--- src/rtl/param_shift_engine.sv ---
// rtl/param_shift_engine.sv - multi-cycle universal shift register, one bit position per clock
// Optional serial fill/tap ports: define PARAM_SHIFT_SERIAL_IO_EN.
module param_shift_engine #(
    parameter int WIDTH = 8,
    parameter int AMT_W = 4
) (
    input  logic             clk,
    input  logic             reset,
    input  logic             load,
    input  logic [WIDTH-1:0] load_val,
    input  logic             start,
    input  logic             dir,
    input  logic [1:0]       mode,
    input  logic [AMT_W-1:0] amount,
`ifdef PARAM_SHIFT_SERIAL_IO_EN
    input  logic             serial_in,
    output logic             serial_out,
`endif
    output logic [WIDTH-1:0] q,
    output logic             busy,
    output logic             done
);
    typedef enum logic [1:0] {IDLE, SHIFT, DONE} state_t;

    state_t           state;
    logic [AMT_W-1:0] cnt;
    logic             dir_r;
    logic [1:0]       mode_r;
    logic             log_fill;
    logic             fill;
    logic [WIDTH-1:0] q_shift;

`ifdef PARAM_SHIFT_SERIAL_IO_EN
    assign log_fill   = serial_in;
    assign serial_out = ((state == SHIFT) ? dir_r : dir) ? q[WIDTH-1] : q[0];
`else
    assign log_fill   = 1'b0;
`endif

    // Fill bit for the one-position step; mode 11 falls through to logical.
    always_comb begin
        fill = log_fill;
        case (mode_r)
            2'b01:   fill = dir_r ? 1'b0 : q[WIDTH-1];
            2'b10:   fill = dir_r ? q[WIDTH-1] : q[0];
            default: fill = log_fill;
        endcase
        q_shift = dir_r ? {q[WIDTH-2:0], fill} : {fill, q[WIDTH-1:1]};
    end

    always_ff @(posedge clk) begin
        if (reset) begin
            state  <= IDLE;
            q      <= '0;
            cnt    <= '0;
            dir_r  <= 1'b0;
            mode_r <= 2'b00;
            busy   <= 1'b0;
            done   <= 1'b0;
        end else begin
            case (state)
                IDLE: begin
                    if (load) begin
                        q <= load_val;
                    end else if (start) begin
                        dir_r  <= dir;
                        mode_r <= mode;
                        cnt    <= amount;
                        if (amount != '0) begin
                            state <= SHIFT;
                            busy  <= 1'b1;
                        end else begin
                            state <= DONE;
                            done  <= 1'b1;
                        end
                    end
                end
                SHIFT: begin
                    q   <= q_shift;
                    cnt <= cnt - 1'b1;
                    if (cnt == {{(AMT_W-1){1'b0}}, 1'b1}) begin
                        state <= DONE;
                        busy  <= 1'b0;
                        done  <= 1'b1;
                    end
                end
                DONE: begin
                    done  <= 1'b0;
                    state <= IDLE;
                end
                default: state <= IDLE;
            endcase
        end
    end
endmodule

--- config.mk ---
export PLATFORM = sky130hd
export DESIGN_NAME = param_shift_engine
export DESIGN_NICKNAME = d
export VERILOG_FILES = /design/src/rtl/param_shift_engine.sv
export SDC_FILE = /design/constraint.sdc
export NUM_CORES = 1
export LEC_CHECK = 0
export BUFFER_PORTS_ARGS = -buffer_cell sky130_fd_sc_hd__buf_2
export CAP_MARGIN = 15
export CORE_AREA = 5 5 52 54
export DETAILED_ROUTE_END_ITERATION = 8
export DIE_AREA = 0 0 57 59
export GPL_TIMING_DRIVEN = 1
export PLACE_DENSITY_LB_ADDON = 0.25
export SYNTH_ARGS = -nofsm -noshare
export SYNTH_HDL_FRONTEND = slang
export SYNTH_SLANG_ARGS = --single-unit
--- constraint.sdc ---
create_clock -name clk -period 1.6 [get_ports clk]
set_clock_uncertainty 0.05 [all_clocks]
set_input_delay 0.16 -clock clk [delete_from_list [all_inputs] [get_ports clk]]
set_output_delay 0.16 -clock clk [all_outputs]
set_load 0.1 [all_outputs]
---- Word level (Yosys, flattened, before mapping) ----
Cells that the tools add are included.
word-level totals
  bits in registers ....................... 19
  bits of input ports ..................... 19
  logic and storage cells ................. 54
operators by class
  mux-type cells .......................... 24
  $add $sub $neg .......................... 1
  reduce and logical (&&, ||, !) cells .... 10
  bitwise operators ....................... 1
  equal/unequal tests ..................... 11
operators with widths
  cell                 number
  $mux 8               2
  $pmux 8 s2           1
  $ne 2x2->1 const B   6
  $mux 1               10
  $reduce_and 5->1     2
  $reduce_and 3->1     3
  $mux 2               4
  $mux 4               2
  $pmux 4 s2           1
  $eq 2x1->1 const B   2
  $eq 2x2->1 const B   2
  $eq 4x1->1 const B   1
  $pmux 1 s2           2
  $pmux 2 s2           1
  $reduce_bool 4->1    1
  $sub 4x1->4 const B  1
  $pmux 1 s3           1
  $reduce_bool 3->1    1
  $logic_not 2->1      1
  $reduce_and 2->1     1
  $reduce_bool 2->1    1
  $not 1->1            1

---- Logic depth before layout (Yosys ltp) ----
Gate-level depths: netlist of the first run.
  depth in word-level cells ............... 5
  depth in mapped cells ................... 7
  gate-level depth less buffers ........... 6

---- Worst setup path after synthesis of the first run ----
Ideal clock, no wire load.
  path type ............................... register to register
  start point ............................. register q[0]
  end point ............................... register q[7]
  data arrival time ....................... 1,565 ps
  buffers on the path ..................... 0
  setup slack ............................. -93 ps
  data required time ...................... 1,472 ps
  stages on the path, launching flop included .. 5
  cell sequence ........................... dfxtp_1 a22oi_1 nor4_1 nor3_1 nor3_1
on the way
  cells in the longest elaborated chain, start to end .. 4
ends and longest elaborated chain
  what                    RTL line  source
  from (decl)             19        output logic [WIDTH-1:0] q,
  from (signal assigned)  64        q <= load_val;
  from (signal assigned)  79        q <= q_shift;
  $mux 1                  45        2'b10: fill = dir_r ? q[WIDTH-1] : q[0];
  $pmux 1 s2              43        case (mode_r)
  $mux 8                  48        q_shift = dir_r ? {q[WIDTH-2:0], fill} : {fill, q[WIDTH-1:1]};
  $pmux 8 s2              61        case (state)
No other way between the ends.
A chain may end at the register's enable or synchronous reset.

---- Worst setup path after layout of the first run ----
  start point ............................. register cnt[1]
  end point ............................... register done
on the way
  cells in the longest elaborated chain, start to end .. 3
ends and longest elaborated chain
  what                        RTL line  source
  from (decl)                 26        logic [AMT_W-1:0] cnt;
  from (signal assigned)      68        cnt <= amount;
  from (signal assigned)      80        cnt <= cnt - 1'b1;
  $eq 4x1->1                  81        if (cnt == {{(AMT_W-1){1'b0}}, 1'b1}) begin
  $ne 2x2->1 (no line)        -
  $reduce_and 5->1 (no line)  -
  to (signal assigned)        74        done <= 1'b1;
  to (signal assigned)        84        done <= 1'b1;
  to (signal assigned)        88        done <= 1'b0;
  to (decl)                   21        output logic done
No other way between the ends.

==> results_dict.tcl, run 1 <==
set metrics [dict create \
    vias_per_cell 5.524 \
    ys_ff_latch 19 \
    crit_type "flop to flop" \
    die_y_um 59 \
    min-delay-path-class "primary input to flop" \
    yosysWarnings 0 \
    tritoncts "done" \
    fin_crit_ns 1.496 \
    core_region_area_mm2 0.002170 \
    overflow 0 \
    met3_length_um 119 \
    yosysUniqueCellTypes 32 \
    cp_slowest_cell "or3b_2" \
    finalSetupViolCount 0 \
    placed_cells 183 \
    synth_xor_area_frac 0 \
    wirelength_mm 2.561 \
    synthMuxAreaShare 0.08521 \
    nets 183 \
    route.detailed.drc 0 \
    arrival_ns 1.67 \
    wl_per_cell_um 13.70 \
    ant_nets 0 \
    drive_above_1_share 0.2767 \
    syn_inst 129 \
    mostFrequentLayoutCells "buf_2 (28), nor2_1 (19), dfxtp_1 (16), a21oi_1 (15), mux2i_1 (9)" \
    synth_adder_area_share 0.04734 \
    gp_congestion 0.8991 \
    syn_nets 152 \
    clk_latency_ns 0.29 \
    fill_cells 218 \
    synth_top_area_share 0.3598 \
    syn_area_mm2 0.001057 \
    peakVddDrop_mv 0.5467 \
    clockBufferDepth 2 \
    area_growth_pct 20.12 \
    seq_area_um2 384.1 \
    die_x_um 57 \
    dp_hpwl_mm 1.978 \
    grt_pass1_wl_mm 4.478 \
    p_leak_uw 0.0005247 \
    die_area_mm2 0.003363 \
    io_buffers 28 \
    met1Wirelength_mm 1.120 \
    netlist_top_cells_area "dfxtp_1 (36%), mux2i_1 (8.5%), a21oi_1 (7.1%)" \
    critical-path-max-stage-delay_ns 0.46 \
    max_freq_mhz 668.5 \
    finalHoldViolations 0 \
    setup.worst_path.start_class "flop" \
    stdcell_count 187 \
    cts_setup_buffers 0 \
    yosys.area_share.simple 0.2462 \
    ctsResizeCount 0 \
    endpoint_kind "flop" \
    ios 29 \
    max-slew-margin-rel 0.6732 \
    timing.setup.tns_ns 0 \
    synth_compound_area_frac 0.2000 \
    holdBufCountCts 0 \
    multi_input_area_um2 616.8 \
    period_share 0.9350 \
    grt_max_degree 23 \
    dr.pass1.iters 4 \
    critPathRequiredTime_ns 1.78 \
    maxCapViolCount 0 \
    maxSlewViolCount 0 \
    crit_chain "inv_1 -> ha_1 -> or3b_2 -> nor2_1 -> a21oi_1 -> a21oi_1" \
    path_max_fanout 4 \
    antenna_found_initial 0 \
    worst_pin_slew_ns 0.4936 \
    antenna_cells 0 \
    met2_length_mm 1.286 \
    synth_top_family_by_area "simple AND/OR/NAND/NOR gates" \
    powerDensity_mw_per_mm2 942.3 \
    path_common_cell "a21oi_1" \
    status "finished, final reports clean" \
    layout_commonest_cell "buf_2" \
    drt_iter0_drc 27 \
    rrSetupSlack_ns 0.10 \
    clock_sinks 19 \
    numCtsBuffers 3 \
    via_count 1033 \
    synth.avg_cell_area_um2 8.196 \
    setup_ws_ns 0.1040 \
    place_ws_ns 0.1144 \
    yosysTopAreaCell "dfxtp_1" \
    clk_pin_slew_ns 0.11 \
    seq_area_frac_synth 0.3598 \
    num_rows 17 \
    grt_util_all_layers 0.1626 \
    rsz0062_at_grt "no" \
    highest_layer "met4" \
    total_power_uw 1197 \
    final_util 0.5854 \
    root_buffer "clkbuf_4" \
    htree_levels 1 \
    start_util 0.4873 \
    grt_pass1_vias 1062 \
]
## sequential cells by signal (all words and copies together), names as in the netlist
name,count
done,1
state,2
cnt,4
mode_r,2
q,8
busy,1
dir_r,1
## final cells by class
type,instances,area share
multi-input combinational,96,0.4857
sequential,19,0.3025
timing repair buffer,34,0.1458
tap,28,0.02759
clock buffer,4,0.02069
inverter,6,0.01773
## final timing paths
kind	cells past startpoint	start	end
hold reg to reg	1	cnt[0]$_SDFFE_PP0P_	cnt[0]$_SDFFE_PP0P_
hold / removal	3	dir	dir_r$_SDFFE_PP0P_
setup reg to reg	6	cnt[1]$_SDFFE_PP0P_	done$_SDFFE_PP0P_
setup / recovery	6	cnt[1]$_SDFFE_PP0P_	done$_SDFFE_PP0P_
## critical path: cells and delay by family, from the launching register on
family | cells | cell delay [ns]
simple gates | 2 | 0.60
flops | 1 | 0.35
compound gates | 2 | 0.20
fa+ha+maj | 1 | 0.14
buf+inv | 1 | 0.09
## routing by layer
layer / vias up / track usage
met5: - / 0
met4: 0 / 0.05298
met3: 4 / 0.02614
met2: 23 / 0.3100
met1: 483 / 0.1831
li1: 523 / -
## power breakdown
group / internal (uW) / switching [uW] / total [uW]
combinational: 119 / 274 / 393
clock: 96.8 / 149 / 246
sequential: 514 / 42.8 / 557
total: 731 / 466 / 1200
## kinds of logic after synthesis
logic type	count (synthesis)
AOI/OAI and AO/OA	35
adders and majority gates	4
buffers and inverters	14
DFF	19
muxes	9
and+or+nand+nor	48
## cells in the mapped netlist
cell type / number
nor4_1: 5
o22ai_1: 6
a311oi_1: 1
a21o_1: 1
nor2b_1: 2
a32oi_1: 1
nor3b_1: 1
o31ai_1: 2
or3_1: 1
clkbuf_1: 3
inv_1: 6
nand3_1: 2
nor3_1: 3
dfxtp_1: 19
o211ai_1: 1
a211oi_1: 2
or3b_2: 1
buf_6: 1
nand2b_1: 8
a211o_1: 1
nand4b_1: 1
nor3_2: 1
nand2_1: 2
o21ai_0: 4
mux2i_1: 9
or4_1: 1
nor2_1: 19
buf_2: 4
nand2b_4: 1
a22oi_1: 1
a21oi_1: 15
ha_1: 4
## stage by stage
step                hold WS (ns)  area (um^2)
floorplan                 0.2572         1060
global placement          0.3418         1237
detailed placement        0.3549         1237
CTS                      0.04405         1264
global route             0.05518         1270
finish                   0.04978         1270
(Power assumes the default switching activity.)
==> inputs of run 2 (changes only) <==
Settings changed: ABC_AREA from default to 1, CTS_BUF_LIST from default to sky130_fd_sc_hd__clkbuf_16.
==> run 2 against run 1 <==
  * Power rose by 33%
  * Area after synthesis rose by 0.83%
  * Sequential power rose by 2%
  * Sequential share of layout area fell by 0.77 points
  * Die area did not move
  * Routed wire length fell by 0.12%
  * Utilization rose by 1.3 points
  * Critical path type unchanged
  * Highest routed layer unchanged
  * Global-route usage barely moved
==> results_dict.tcl, run 2 <==
set metrics [dict create \
    ys_async_sr_fraction 0 \
    yosysUniqueCellTypes 20 \
    finalSetupViolCount 0 \
    numCtsBuffers 3 \
    timing.setup.tns_ns 0 \
    p_sw_frac 0.3819 \
    die_x_um 57 \
    dp_hpwl_mm 1.878 \
    p_switching_uw 606.8 \
    dr.pass1.iters 4 \
    root_buffer "clkbuf_16" \
    powerDensity_mw_per_mm2 1224 \
    htree_levels 1 \
    io_buffers 28 \
    p_leak_uw 0.0006291 \
    num_rows 17 \
    maxCapViolCount 0 \
    place_area_mm2 0.001220 \
    die_area_mm2 0.003363 \
    grt.busiest_layer "met2" \
    min-delay-path-class "primary input to flop" \
    antenna_found_initial 0 \
    p_comb_frac 0.321 \
    yosys-top-cells-count "a21oi_1 (32), nand2_1 (23), o21ai_0 (20)" \
    worst_pin_slew_ns 0.4894 \
    core_region_area_mm2 0.002170 \
    route.detailed.drc 0 \
    syn_nets 178 \
    area_growth_pct 21.83 \
    clockBufferDepth 2 \
    setup.worst_path.start_class "flop" \
    hold_path_end "cnt[3]$_SDFFE_PP0P_" \
    largest_reg_flops 8 \
    r2r-start "state[0]$_SDFFE_PP0P_" \
    tritoncts "done" \
    grt_util_all_layers 0.1628 \
    drive_above_1_share 0.2446 \
    final_util 0.5986 \
    synth_edf_count 0 \
    hp-start "reset" \
    vias_per_cell 5.123 \
    gp_congestion 0.8706 \
    rrSetupSlack_ns 0.23 \
    path_max_fanout 7 \
    cp_slowest_cell "dfxtp_1" \
    stdcell_area_mm2 0.001299 \
    max-slew-margin-rel 0.6760 \
    ios 29 \
    yosysTopAreaCell "dfxtp_1" \
    crit_type "flop to flop" \
    die_y_um 59 \
    antenna_cells 0 \
    period_share 0.8588 \
    largestRegisters "q (8), cnt (4)" \
    p_int_uw 982.3 \
    nets 208 \
    clk_pin_slew_ns 0.06 \
    wirelength_mm 2.558 \
    yosysWarnings 0 \
    critical-path-max-stage-delay_ns 0.53 \
    rr_endpoint "cnt[1]$_SDFFE_PP0P_" \
    ctsResizeCount 0 \
    power_frac_seq 0.356 \
    start_util 0.4913 \
    path_common_cell "inv_2" \
    rsz0062_at_grt "no" \
    arrival_ns 1.46 \
    seq_area_frac_synth 0.3568 \
    netlist_top_cells_area "dfxtp_1 (36%), a21oi_1 (15%), o21ai_0 (9.4%)" \
    mostFrequentLayoutCells "a21oi_1 (32), buf_2 (28), nand2_1 (23), inv_1 (20), o21ai_0 (20)" \
    syn_inst 155 \
    max_freq_mhz 727.8 \
    synth_top_area_share 0.3568 \
    crit_chain "inv_2 -> nand2_2 -> nor2_2 -> nor2_4 -> inv_2 -> o21ai_0 -> a21oi_1" \
    hold_depth 2 \
    status "finished, final reports clean" \
    regMostFlops "q" \
    grt_use_met3 0.03486 \
    via_count 1086 \
    overflow 0 \
    clock_sinks 19 \
    synth.avg_cell_area_um2 6.878 \
    endpoint_kind "flop" \
    grt_max_degree 19 \
    ant_nets 0 \
    clkPwrFrac 0.323 \
    grt_util_met2 0.2904 \
    total_power_uw 1589 \
    grt_pass1_wl_mm 4.374 \
    fin_crit_ns 1.374 \
    finalHoldViolations 0 \
    layout_commonest_cell "a21oi_1" \
    use_met1 0.1918 \
    synth_most_common_cell "a21oi_1" \
    synth_ff_type "dfxtp_1" \
    wl_per_cell_um 12.07 \
    syn_area_mm2 0.001066 \
    reg2reg_depth 7 \
    holdBufCountCts 0 \
    peakVddDrop_mv 0.6588 \
    clk_latency_ns 0.25 \
    drt_iter0_drc 38 \
    critPathRequiredTime_ns 1.68 \
    grt_pass1_vias 1082 \
    ys_ff_latch 19 \
    cts_setup_buffers 0 \
    maxSlewViolCount 0 \
]
[run 2: cell count changes after synthesis, sizes merged, moves of 5 or more]
cell / previous run / this run
a21oi: 15 / 32
inv: 6 / 23
mux2i: 9 / 0
nand2: 2 / 26
nand2b: 9 / 0
nand3: 2 / 9
nor2: 19 / 12
nor4: 5 / 0
o21ai: 4 / 21
o22ai: 6 / 1
[run 2: metal layers]
metal  part of all wire  wire, um
met1               0.43      1109
met2               0.49      1256
met3              0.055       141
met4              0.020        51
met5                  0         0
[run 2: power by group through the flow]
stage	Combinational [uW]	Sequential, uW	Clock, uW
floorplan	224	765	0
global placement	503	573	0
detailed placement	507	576	0
CTS	512	566	523
global route	560	574	544
finish	510	566	513
[run 2: worst max-delay path by stage]
stage | end | slack [ns] | start
floorplan | q[2]$_SDFFE_PP0P_ | 0.04 | q[1]$_SDFFE_PP0P_
global placement | cnt[2]$_SDFFE_PP0P_ | 0.30 | state[0]$_SDFFE_PP0P_
detailed placement | cnt[1]$_SDFFE_PP0P_ | 0.28 | state[0]$_SDFFE_PP0P_
CTS | q[6]$_SDFFE_PP0P_ | 0.23 | state[0]$_SDFFE_PP0P_
global route | cnt[1]$_SDFFE_PP0P_ | 0.12 | state[0]$_SDFFE_PP0P_
finish | cnt[1]$_SDFFE_PP0P_ | 0.23 | state[0]$_SDFFE_PP0P_
[run 2: through the flow]
stage,hold WS [ns],cells,worst slack [ns]
3_5_place_dp,0.3645,208,0.2830
3_3_place_gp,0.3702,208,0.3041
2_1_floorplan,0.1791,155,0.03839
4_1_cts,0.1035,212,0.2332
6_report,0.1017,212,0.2259
5_1_grt,0.1133,212,0.1159
[run 2: cell families (layout without fill, tap and decap cells)]
group,after synthesis,after routing,share of synthesized area
AOI/OAI and AO/OA,54,54,0.2653
and+or+nand+nor,50,50,0.2171
adders and majority gates,4,4,0.04695
DFF,19,19,0.3568
buffers and inverters,28,57,0.1138
[run 2: cell type report]
cell class / count / area, um^2
fill: 226 / 870.8
multi-input combinational: 108 / 564.3
sequential: 19 / 382.9
timing repair buffer: 29 / 147.6
inverter: 24 / 90.09
clock buffer: 3 / 75.07
tap: 28 / 35.03
clock inverter: 1 / 3.754
[run 2: worst max-delay path: cells and delay by family (launching register included)]
| family | cells | cell delay [ns] |
|---|---|---|
| flops | 1 | 0.53 |
| simple gates | 3 | 0.27 |
| compound gates | 2 | 0.22 |
| buf+inv | 2 | 0.18 |
